`config.mk`:
```
export PLATFORM = sky130hd
export DESIGN_NAME = muldiv_unit_flat
export DESIGN_NICKNAME = d
export VERILOG_FILES = /design/src/rtl/muldiv_unit_if.sv /design/src/rtl/muldiv_unit.sv /design/src/flat_wrapper.sv
export SDC_FILE = /design/constraint.sdc
export NUM_CORES = 1
export LEC_CHECK = 0
export CELL_PAD_IN_SITES_DETAIL_PLACEMENT = 1
export CELL_PAD_IN_SITES_GLOBAL_PLACEMENT = 2
export CORE_MARGIN = 10
export CORE_UTILIZATION = 39
export CTS_BUF_LIST = sky130_fd_sc_hd__clkbuf_8 sky130_fd_sc_hd__clkbuf_16
export DETAILED_ROUTE_END_ITERATION = 10
export PLACE_DENSITY_LB_ADDON = 0.12
export RECOVER_POWER = 25
export SKIP_LAST_GASP = 1
export SYNTH_ARGS = -nofsm -noshare
export SYNTH_HDL_FRONTEND = slang
export SYNTH_SLANG_ARGS = --single-unit
```
`constraint.sdc`:
```
create_clock -name clk -period 8.9 [get_ports clk]
set_clock_uncertainty 0.1 [all_clocks]
set_input_delay 1.335 -clock clk [delete_from_list [all_inputs] [get_ports clk]]
set_output_delay 1.335 -clock clk [all_outputs]
set_load 0.02 [all_outputs]
```
`src/rtl/muldiv_unit_if.sv`:
```
// Issue/result bundle between the execute stage and muldiv_unit.
// The core drives the request side and reads HI/LO and status back.
interface muldiv_unit_if;
    logic        start;
    logic [5:0]  fncode;
    logic [31:0] op_a;
    logic [31:0] op_b;
    logic        busy;
    logic        done;
    logic [31:0] hi;
    logic [31:0] lo;

    modport master (
        output start, fncode, op_a, op_b,
        input  busy, done, hi, lo
    );

    modport slave (
        input  start, fncode, op_a, op_b,
        output busy, done, hi, lo
    );
endinterface

```
`src/rtl/muldiv_unit.sv`:
```
// Iterative MIPS multiply/divide unit owning HI/LO (shift-add, restoring div).
// Define MULDIV_FAST_MULT_EN for a single-cycle multiplier.
module muldiv_unit #(
    parameter logic [31:0] DIV0_LO = 32'hFFFF_FFFF
) (
    input  logic    clk,
    input  logic    reset_n,
    muldiv_unit_if.slave bus
);
    localparam logic [5:0] F_MULT  = 6'h18;
    localparam logic [5:0] F_MULTU = 6'h19;
    localparam logic [5:0] F_DIV   = 6'h1A;
    localparam logic [5:0] F_DIVU  = 6'h1B;
    localparam logic [5:0] F_MTHI  = 6'h11;
    localparam logic [5:0] F_MTLO  = 6'h13;

    typedef enum logic [1:0] {IDLE, RUN, FIX} state_t;

    state_t      state, state_nx;
    logic        is_mul, is_div, is_sgn, is_mthi, is_mtlo;
    logic        accept;
    logic [31:0] abs_a, abs_b;

    logic [63:0] acc;
    logic [31:0] dv;
    logic [31:0] sh;
    logic [31:0] a_raw;
    logic [4:0]  cnt;
    logic        op_div, sign_q, sign_r, div0;
    logic [31:0] hi_q, lo_q;
    logic        done_q;

    logic [32:0] mul_sum;
    logic [63:0] mul_nx;
    logic [32:0] div_sft;
    logic [33:0] div_dif;
    logic        div_ok;
    logic [63:0] div_nx;
    logic [63:0] prod;

    always_comb begin
        is_mul  = 1'b0;
        is_div  = 1'b0;
        is_sgn  = 1'b0;
        is_mthi = 1'b0;
        is_mtlo = 1'b0;
        unique case (bus.fncode)
            F_MULT:  begin is_mul = 1'b1; is_sgn = 1'b1; end
            F_MULTU: is_mul = 1'b1;
            F_DIV:   begin is_div = 1'b1; is_sgn = 1'b1; end
            F_DIVU:  is_div = 1'b1;
            F_MTHI:  is_mthi = 1'b1;
            F_MTLO:  is_mtlo = 1'b1;
            default: ;
        endcase
    end

    assign accept = bus.start && (state == IDLE);
    assign abs_a  = (is_sgn && bus.op_a[31]) ? -bus.op_a : bus.op_a;
    assign abs_b  = (is_sgn && bus.op_b[31]) ? -bus.op_b : bus.op_b;

    always_ff @(posedge clk or negedge reset_n) begin
        if (!reset_n) state <= IDLE;
        else          state <= state_nx;
    end

    always_comb begin
        state_nx = state;
        unique case (state)
            IDLE: begin
                if (accept && (is_mul || is_div)) begin
`ifdef MULDIV_FAST_MULT_EN
                    state_nx = is_mul ? FIX : RUN;
`else
                    state_nx = RUN;
`endif
                end
            end
            RUN:     if (cnt == 5'd31) state_nx = FIX;
            FIX:     state_nx = IDLE;
            default: state_nx = IDLE;
        endcase
    end

    // Multiply: partial product in acc[63:32], multiplier bits shift out of sh.
    assign mul_sum = {1'b0, acc[63:32]} + (sh[0] ? {1'b0, dv} : 33'd0);
    assign mul_nx  = {mul_sum, acc[31:1]};

    // Divide: remainder in acc[63:32], quotient grows in acc[31:0].
    assign div_sft = {acc[63:32], sh[31]};
    assign div_dif = {1'b0, div_sft} - {2'b00, dv};
    assign div_ok  = !div_dif[33];
    assign div_nx  = {div_ok ? div_dif[31:0] : div_sft[31:0],
                      acc[30:0], div_ok};

    assign prod = sign_q ? -acc : acc;

    always_ff @(posedge clk or negedge reset_n) begin
        if (!reset_n) begin
            acc    <= '0;
            dv     <= '0;
            sh     <= '0;
            a_raw  <= '0;
            cnt    <= '0;
            op_div <= 1'b0;
            sign_q <= 1'b0;
            sign_r <= 1'b0;
            div0   <= 1'b0;
            hi_q   <= '0;
            lo_q   <= '0;
            done_q <= 1'b0;
        end else begin
            done_q <= (state == FIX);
            unique case (state)
                IDLE: begin
                    if (accept && is_mthi) hi_q <= bus.op_a;
                    if (accept && is_mtlo) lo_q <= bus.op_a;
                    if (accept && (is_mul || is_div)) begin
                        op_div <= is_div;
                        sign_q <= is_sgn && (bus.op_a[31] ^ bus.op_b[31]);
                        sign_r <= is_sgn && bus.op_a[31];
                        div0   <= (bus.op_b == 32'd0);
                        a_raw  <= bus.op_a;
                        dv     <= is_div ? abs_b : abs_a;
                        sh     <= is_div ? abs_a : abs_b;
                        cnt    <= '0;
`ifdef MULDIV_FAST_MULT_EN
                        acc    <= is_mul ? 64'(abs_a) * 64'(abs_b) : '0;
`else
                        acc    <= '0;
`endif
                    end
                end
                RUN: begin
                    acc <= op_div ? div_nx : mul_nx;
                    sh  <= op_div ? (sh << 1) : (sh >> 1);
                    cnt <= cnt + 5'd1;
                end
                FIX: begin
                    if (!op_div) begin
                        hi_q <= prod[63:32];
                        lo_q <= prod[31:0];
                    end else if (div0) begin
                        hi_q <= a_raw;
                        lo_q <= DIV0_LO;
                    end else begin
                        hi_q <= sign_r ? -acc[63:32] : acc[63:32];
                        lo_q <= sign_q ? -acc[31:0] : acc[31:0];
                    end
                end
                default: ;
            endcase
        end
    end

    assign bus.busy = (state != IDLE);
    assign bus.done = done_q;
    assign bus.hi   = hi_q;
    assign bus.lo   = lo_q;
endmodule

```
`src/flat_wrapper.sv`:
```
// flat-port wrapper written by rule: the top's interface ports become plain ports
module muldiv_unit_flat 
#(
    parameter logic [31:0] DIV0_LO = 32'hFFFF_FFFF
)
  (clk, reset_n, bus_start, bus_fncode, bus_op_a, bus_op_b, bus_busy, bus_done, bus_hi, bus_lo);
  muldiv_unit_if bus_i ();
  input  logic clk;
  input  logic reset_n;
  input wire logic [$bits(bus_i.start)-1:0] bus_start;
  input wire logic [$bits(bus_i.fncode)-1:0] bus_fncode;
  input wire logic [$bits(bus_i.op_a)-1:0] bus_op_a;
  input wire logic [$bits(bus_i.op_b)-1:0] bus_op_b;
  output wire logic [$bits(bus_i.busy)-1:0] bus_busy;
  output wire logic [$bits(bus_i.done)-1:0] bus_done;
  output wire logic [$bits(bus_i.hi)-1:0] bus_hi;
  output wire logic [$bits(bus_i.lo)-1:0] bus_lo;
  assign bus_i.start = bus_start;
  assign bus_i.fncode = bus_fncode;
  assign bus_i.op_a = bus_op_a;
  assign bus_i.op_b = bus_op_b;
  assign bus_busy = bus_i.busy;
  assign bus_done = bus_i.done;
  assign bus_hi = bus_i.hi;
  assign bus_lo = bus_i.lo;
  muldiv_unit #(.DIV0_LO(DIV0_LO)) u_core (.clk(clk), .reset_n(reset_n), .bus(bus_i));
endmodule
```
# Word level (Yosys, flattened, before mapping)

Index checks and enable logic that the tools add are counted.

Add/subtract/negate cells: 8
Div/mod/pow operators: 0
Magnitude comparators: 0
Equal/unequal tests: 13
Shift operators: 0
$mul: 0
Mux-type cells: 33
Bitwise logic cells: 1
Reductions and logical operators: 22

Operators by type and width:

| operator                                      | number |
|---|---|
| two-way mux 32 bit                            | 16 |
| two-way mux 64 bit                            | 3 |
| one-hot mux 32 bit (2 select lines)           | 3 |
| negation 32 bit                               | 4 |
| one-hot mux 64 bit (2 select lines)           | 1 |
| negation 64 bit                               | 1 |
| == test 6 x 5 -> 1 bit, second input constant | 6 |
| subtractor 33 x 32 -> 34 bit                  | 1 |
| adder 32 x 33 -> 33 bit                       | 1 |
| logical NOT 32 bit                            | 1 |
| one-hot mux 5 bit (2 select lines)            | 1 |
| AND reduction 2 bit                           | 5 |
| logical AND 1 bit                             | 7 |
| inequality test 2 bit, second input constant  | 3 |
| nonzero test 2 bit                            | 3 |
| OR reduction 2 bit                            | 3 |
| adder 5 x 1 -> 5 bit, second input constant   | 1 |
| == test 5 bit, second input constant          | 1 |
| two-way mux 1 bit                             | 5 |
| two-way mux 5 bit                             | 1 |
| two-way mux 2 bit                             | 2 |
| one-hot mux 2 bit (2 select lines)            | 1 |
| == test 2 x 1 -> 1 bit, second input constant | 1 |
| == test 2 bit, second input constant          | 1 |
| other kinds (5)                               | 5 |

Input port bits: 73
Bits in registers: 236
RAM bits: 0
Memory bits (read-only): 0
Bits in latches: 0
Memories: 0
Output and inout port bits: 66
Logic and storage cells: 90

# Longest topological paths before layout

Depth after elaboration: 8
Mapped depth: 14
Depth with buffers taken out: 13

# Least setup slack after synthesis

OpenSTA, ideal clock, no wires.

Kind: input to register
Start: in bus_op_a[12]
End: reg u_core.dv[29]
Path buffers: 1
Setup time: 0.139 ns
Path slack: 5.232 ns
Arrival time: 3.429 ns
Required time: 8.661 ns
Cell stages on the path: 8
Path through: clkbuf_1 > or4_1 > nor4_1 > nand3_1 > or3_1 > o31ai_1 > xor2_1 > o221ai_1

Cells in the longest elaborated chain, start to end: 3

Ends and longest elaborated chain:

| what                 | line               | source |
|---|---|---|
| from (decl)          | flat_wrapper.sv:12 | `input wire logic [$bits(bus_i.op_a)-1:0] bus_op_a;` |
| negation 32 bit      | muldiv_unit.sv:59  | `assign abs_a = (is_sgn && bus.op_a[31]) ? -bus.op_a : bus.op_a;` |
| two-way mux 32 bit   | muldiv_unit.sv:59  |  |
| two-way mux 32 bit   | muldiv_unit.sv:124 | `dv <= is_div ? abs_b : abs_a;` |
| to (signal assigned) | muldiv_unit.sv:124 |  |
| to (decl)            | muldiv_unit.sv:25  | `logic [31:0] dv;` |

Every way passes these cells.
A chain may end at the register's enable or synchronous reset.

# Final worst setup path

Start: reg u_core.acc[39]
End: reg u_core.acc[52]

Cells in the longest elaborated chain, start to end: 4
Elaborated cells on any way between the ends: 5
Classes of those cells: add/sub (2); mux (3)

Ends and longest elaborated chain:

| what                                  | line               | source |
|---|---|---|
| from (decl)                           | muldiv_unit.sv:24  | `logic [63:0] acc;` |
| from (signal assigned)                | muldiv_unit.sv:135 | `acc <= op_div ? div_nx : mul_nx;` |
| subtractor 33 x 32 -> 34 bit          | muldiv_unit.sv:91  | `assign div_dif = {1'b0, div_sft} - {2'b00, dv};` |
| two-way mux 32 bit                    | muldiv_unit.sv:93  | `assign div_nx = {div_ok ? div_dif[31:0] : div_sft[31:0],` |
| two-way mux 64 bit *                  | muldiv_unit.sv:135 |  |
| one-hot mux 64 bit (2 select lines) * | muldiv_unit.sv:114 | `unique case (state)` |

Every way passes the cells marked *; elsewhere a longest branch is shown, timed or not.

==> impl_metrics.toml <==
[place]
place.gp.congestion = 0.919
portBuffers = 138
hpwl_mm = 58.3
dp_cells = 2966

[layout]
multiInputGateArea_um2 = 12100
drive_gt1_frac = 0.0610
final_nets = 2529
instances_no_fill = 3025
area_growth_syn_to_layout_pct = 15.3
seq_area_um2 = 5910
postLayoutCoreUtil = 0.456
nFillCells = 5722

[worst_setup_path]
required_ns = 9.29
arrival_ns = 5.08
reg2reg_from = "u_core.acc[39]$_DFFE_PN0P_"
r2r_setup_slack_ns = 4.21
worstSetupStartpointType = "flop"
crit_path_end_kind = "flop"
r2r-end = "u_core.acc[52]$_DFFE_PN0P_"
rr_worst_depth = 10
critPathMaxFanout = 21
criticalPathCategory = "flop to flop"

[synthesis]
syn_inst = 2357
synth_area_um2 = 19000
ys_seq_area_frac = 0.312
synth_area_per_cell_um2 = 8.04
synth_cell_types = 84
synth_top_area_frac = 0.312
synthArstFlopShare = 1.00
synth.area.top_cells = "dfrtp_1 31%, nand2_1 7.1%, mux2i_1 6.2%, o21ai_0 5.4%, xnor2_1 4.9%"
synth_fp_nets = 2502
yosys_warnings = 0
synth-edff-count = 0
ys_top_cells_by_count = "357 x nand2_1, 236 x dfrtp_1, 203 x o21ai_0"
yosysTopAreaCell = "dfrtp_1"
synth-main-ff-cell = "dfrtp_1"
yosysMostFrequentCell = "nand2_1"
ys_ff_latch = 236

[clock_network]
numCtsBuffers = 31
clock_sinks = 236
cts_root_buffer = "clkbuf_16"
post_cts_resized = 0
holdBufCountCts = 0
cts_max_path_buffers = 3
clkLatencyLatePin_ns = 0.62
h-tree-depth = 1
cts_tree = "done"
cts_setup_buffers = 0
clkTransAtPathRegs_ns = 0.07

[drt]
routed-wl-met3_mm = 4.69
routed_via_density = 6.14
totalWireLength_mm = 80.1
met1_length_mm = 37.5
drt_iter0_drc = 1344
first_pass_iters = 5
vias = 18600
wl_met2_mm = 35.9
postRouteAntennaNets = 0
top_layer = "met4"
drc = 0
routedWlPerCell_um = 26.5

[die]
die_w_um = 240
rows = 80
core-area_um2 = 47900
ioPinCount = 139
start_util = 0.395
dieArea_um2 = 57800
die_h_um = 240

[hold_path]
hold_path.class = "flop to flop"
hold_path_startpoint = "u_core.a_raw[9]$_DFFE_PN0P_"
hold_depth = 2
min_to = "u_core.a_raw[9]$_DFFE_PN0P_"

[status]
violations = "max-capacitance violations, max-slew violations"
status = "finished with violations"

[global_route]
antenna_found_initial = 2
track_usage = 0.271
grt_overflow = 0
grt_pass1_vias = 18800
grt_max_degree = 84
grt_pass1_wl_mm = 120

[power_and_ir_drop]
power_density_nw_per_um2 = 324
p_leak_nw = 8.86
vdd_ir_drop_max_uv = 184
power.total_mw = 7.08

[timing]
drv_slew = 125
slew_headroom = -1.21
rsz0062_at_grt = "false"
final.period_utilization = 0.527
setup_viol = 0
period_needed_ns = 4.69
whs_ns = 0.376
max_freq_ghz = 0.213
tns_ns = 0
worst_pin_slew_ns = 3.32
finalHoldViolCount = 0

[flow_run]
max_cap_violations = 3
[sequential cells by signal (all words and copies together), names as in the netlist, 2 cells and up]
name	count
u_core.a_raw	32
u_core.acc	64
u_core.bus.hi	32
u_core.bus.lo	32
u_core.cnt	5
u_core.dv	32
u_core.sh	32
u_core.state	2
[cell families (layout without fill, tap and decap cells)]
| kind of cell | Yosys count | count (layout) | share of synthesized area |
|---|---|---|---|
| buf+inv | 258 | 310 | 0.0531 |
| compound gates | 681 | 681 | 0.234 |
| flops | 236 | 236 | 0.312 |
| mux | 123 | 123 | 0.0655 |
| simple gates | 789 | 789 | 0.196 |
| xor+xnor | 198 | 198 | 0.0915 |
| other cells | 0 | 1 | 0 |
| fa+ha+maj | 72 | 72 | 0.0483 |
[placed cells by master, fill, tap and decap left out, types with 14 or more instances in the layout]
master	instances
a211oi_1	41
a21o_1	31
a21oi_1	132
a22oi_1	14
a31oi_1	24
a32oi_1	37
and2_1	43
and3_1	15
buf_4	43
clkbuf_16	31
clkdlybuf4s50_1	136
dfrtp_1	233
ha_1	70
inv_1	69
mux2i_1	117
nand2_1	357
nand3_1	88
nand4_1	16
nor2_1	123
nor3_1	36
o211ai_1	63
o21ai_0	203
o221ai_1	20
o31ai_1	22
o41ai_1	16
or4_1	20
xnor2_1	105
xor2_1	93
[metrics by stage]
step	area, um^2	setup WS, ns
3_3_place_gp	20700	3.90
4_1_cts	21900	4.22
3_5_place_dp	20700	3.78
2_1_floorplan	19000	5.23
5_1_grt	21800	3.98
6_report	21900	4.21
[where the power goes]
group | switching [mW] | internal [mW] | leakage [nW]
Combinational | 2.25 | 1.45 | 5.48
Clock | 0.571 | 0.836 | 0.543
Sequential | 0.583 | 1.40 | 2.84
Total | 3.40 | 3.68 | 8.86
[metal layers]
metal / track usage / vias to the layer above
met4: 0.0686 / 0
met3: 0.0380 / 96
met2: 0.423 / 491
li1: - / 8519
met5: 0 / -
met1: 0.384 / 9456
[layout make-up]
type	instances	share of cell area
Timing Repair Buffer	183	0.0778
Inverter	69	0.0119
Multi-Input combinational cell	1863	0.553
Sequential cell	236	0.271
Antenna cell	1	0.000115
Clock buffer	33	0.0368
Clock inverter	25	0.0148
Tap cell	615	0.0352
[worst max path at each step]
stage                                     startpoint                         end  slack (ns)  cells past startpoint
after floorplan                         bus_op_a[12]   u_core.dv[29]$_DFFE_PN0P_        5.23                      8
after global placement                 bus_fncode[4]    u_core.sh[8]$_DFFE_PN0P_        3.90                      9
after detailed placement               bus_fncode[4]    u_core.sh[8]$_DFFE_PN0P_        3.78                      9
after CTS                 u_core.acc[39]$_DFFE_PN0P_  u_core.acc[52]$_DFFE_PN0P_        4.22                     10
after global routing                         reset_n   u_core.op_div$_DFFE_PN0P_        3.98                      2
final                     u_core.acc[39]$_DFFE_PN0P_  u_core.acc[52]$_DFFE_PN0P_        4.21                     10
[critical path, cell delays in order, from the launching register on]
cell and delay, ns:
dfrtp_1 0.61, ha_1 0.57, o21ai_2 0.10, nor2b_1 0.16, or4b_1 0.57, or4_1 0.43, o2bb2ai_2 0.25, o21ai_2 0.22
nand2_1 0.89, nand2_1 0.36, o221ai_1 0.29
(Power assumes the default switching activity.)
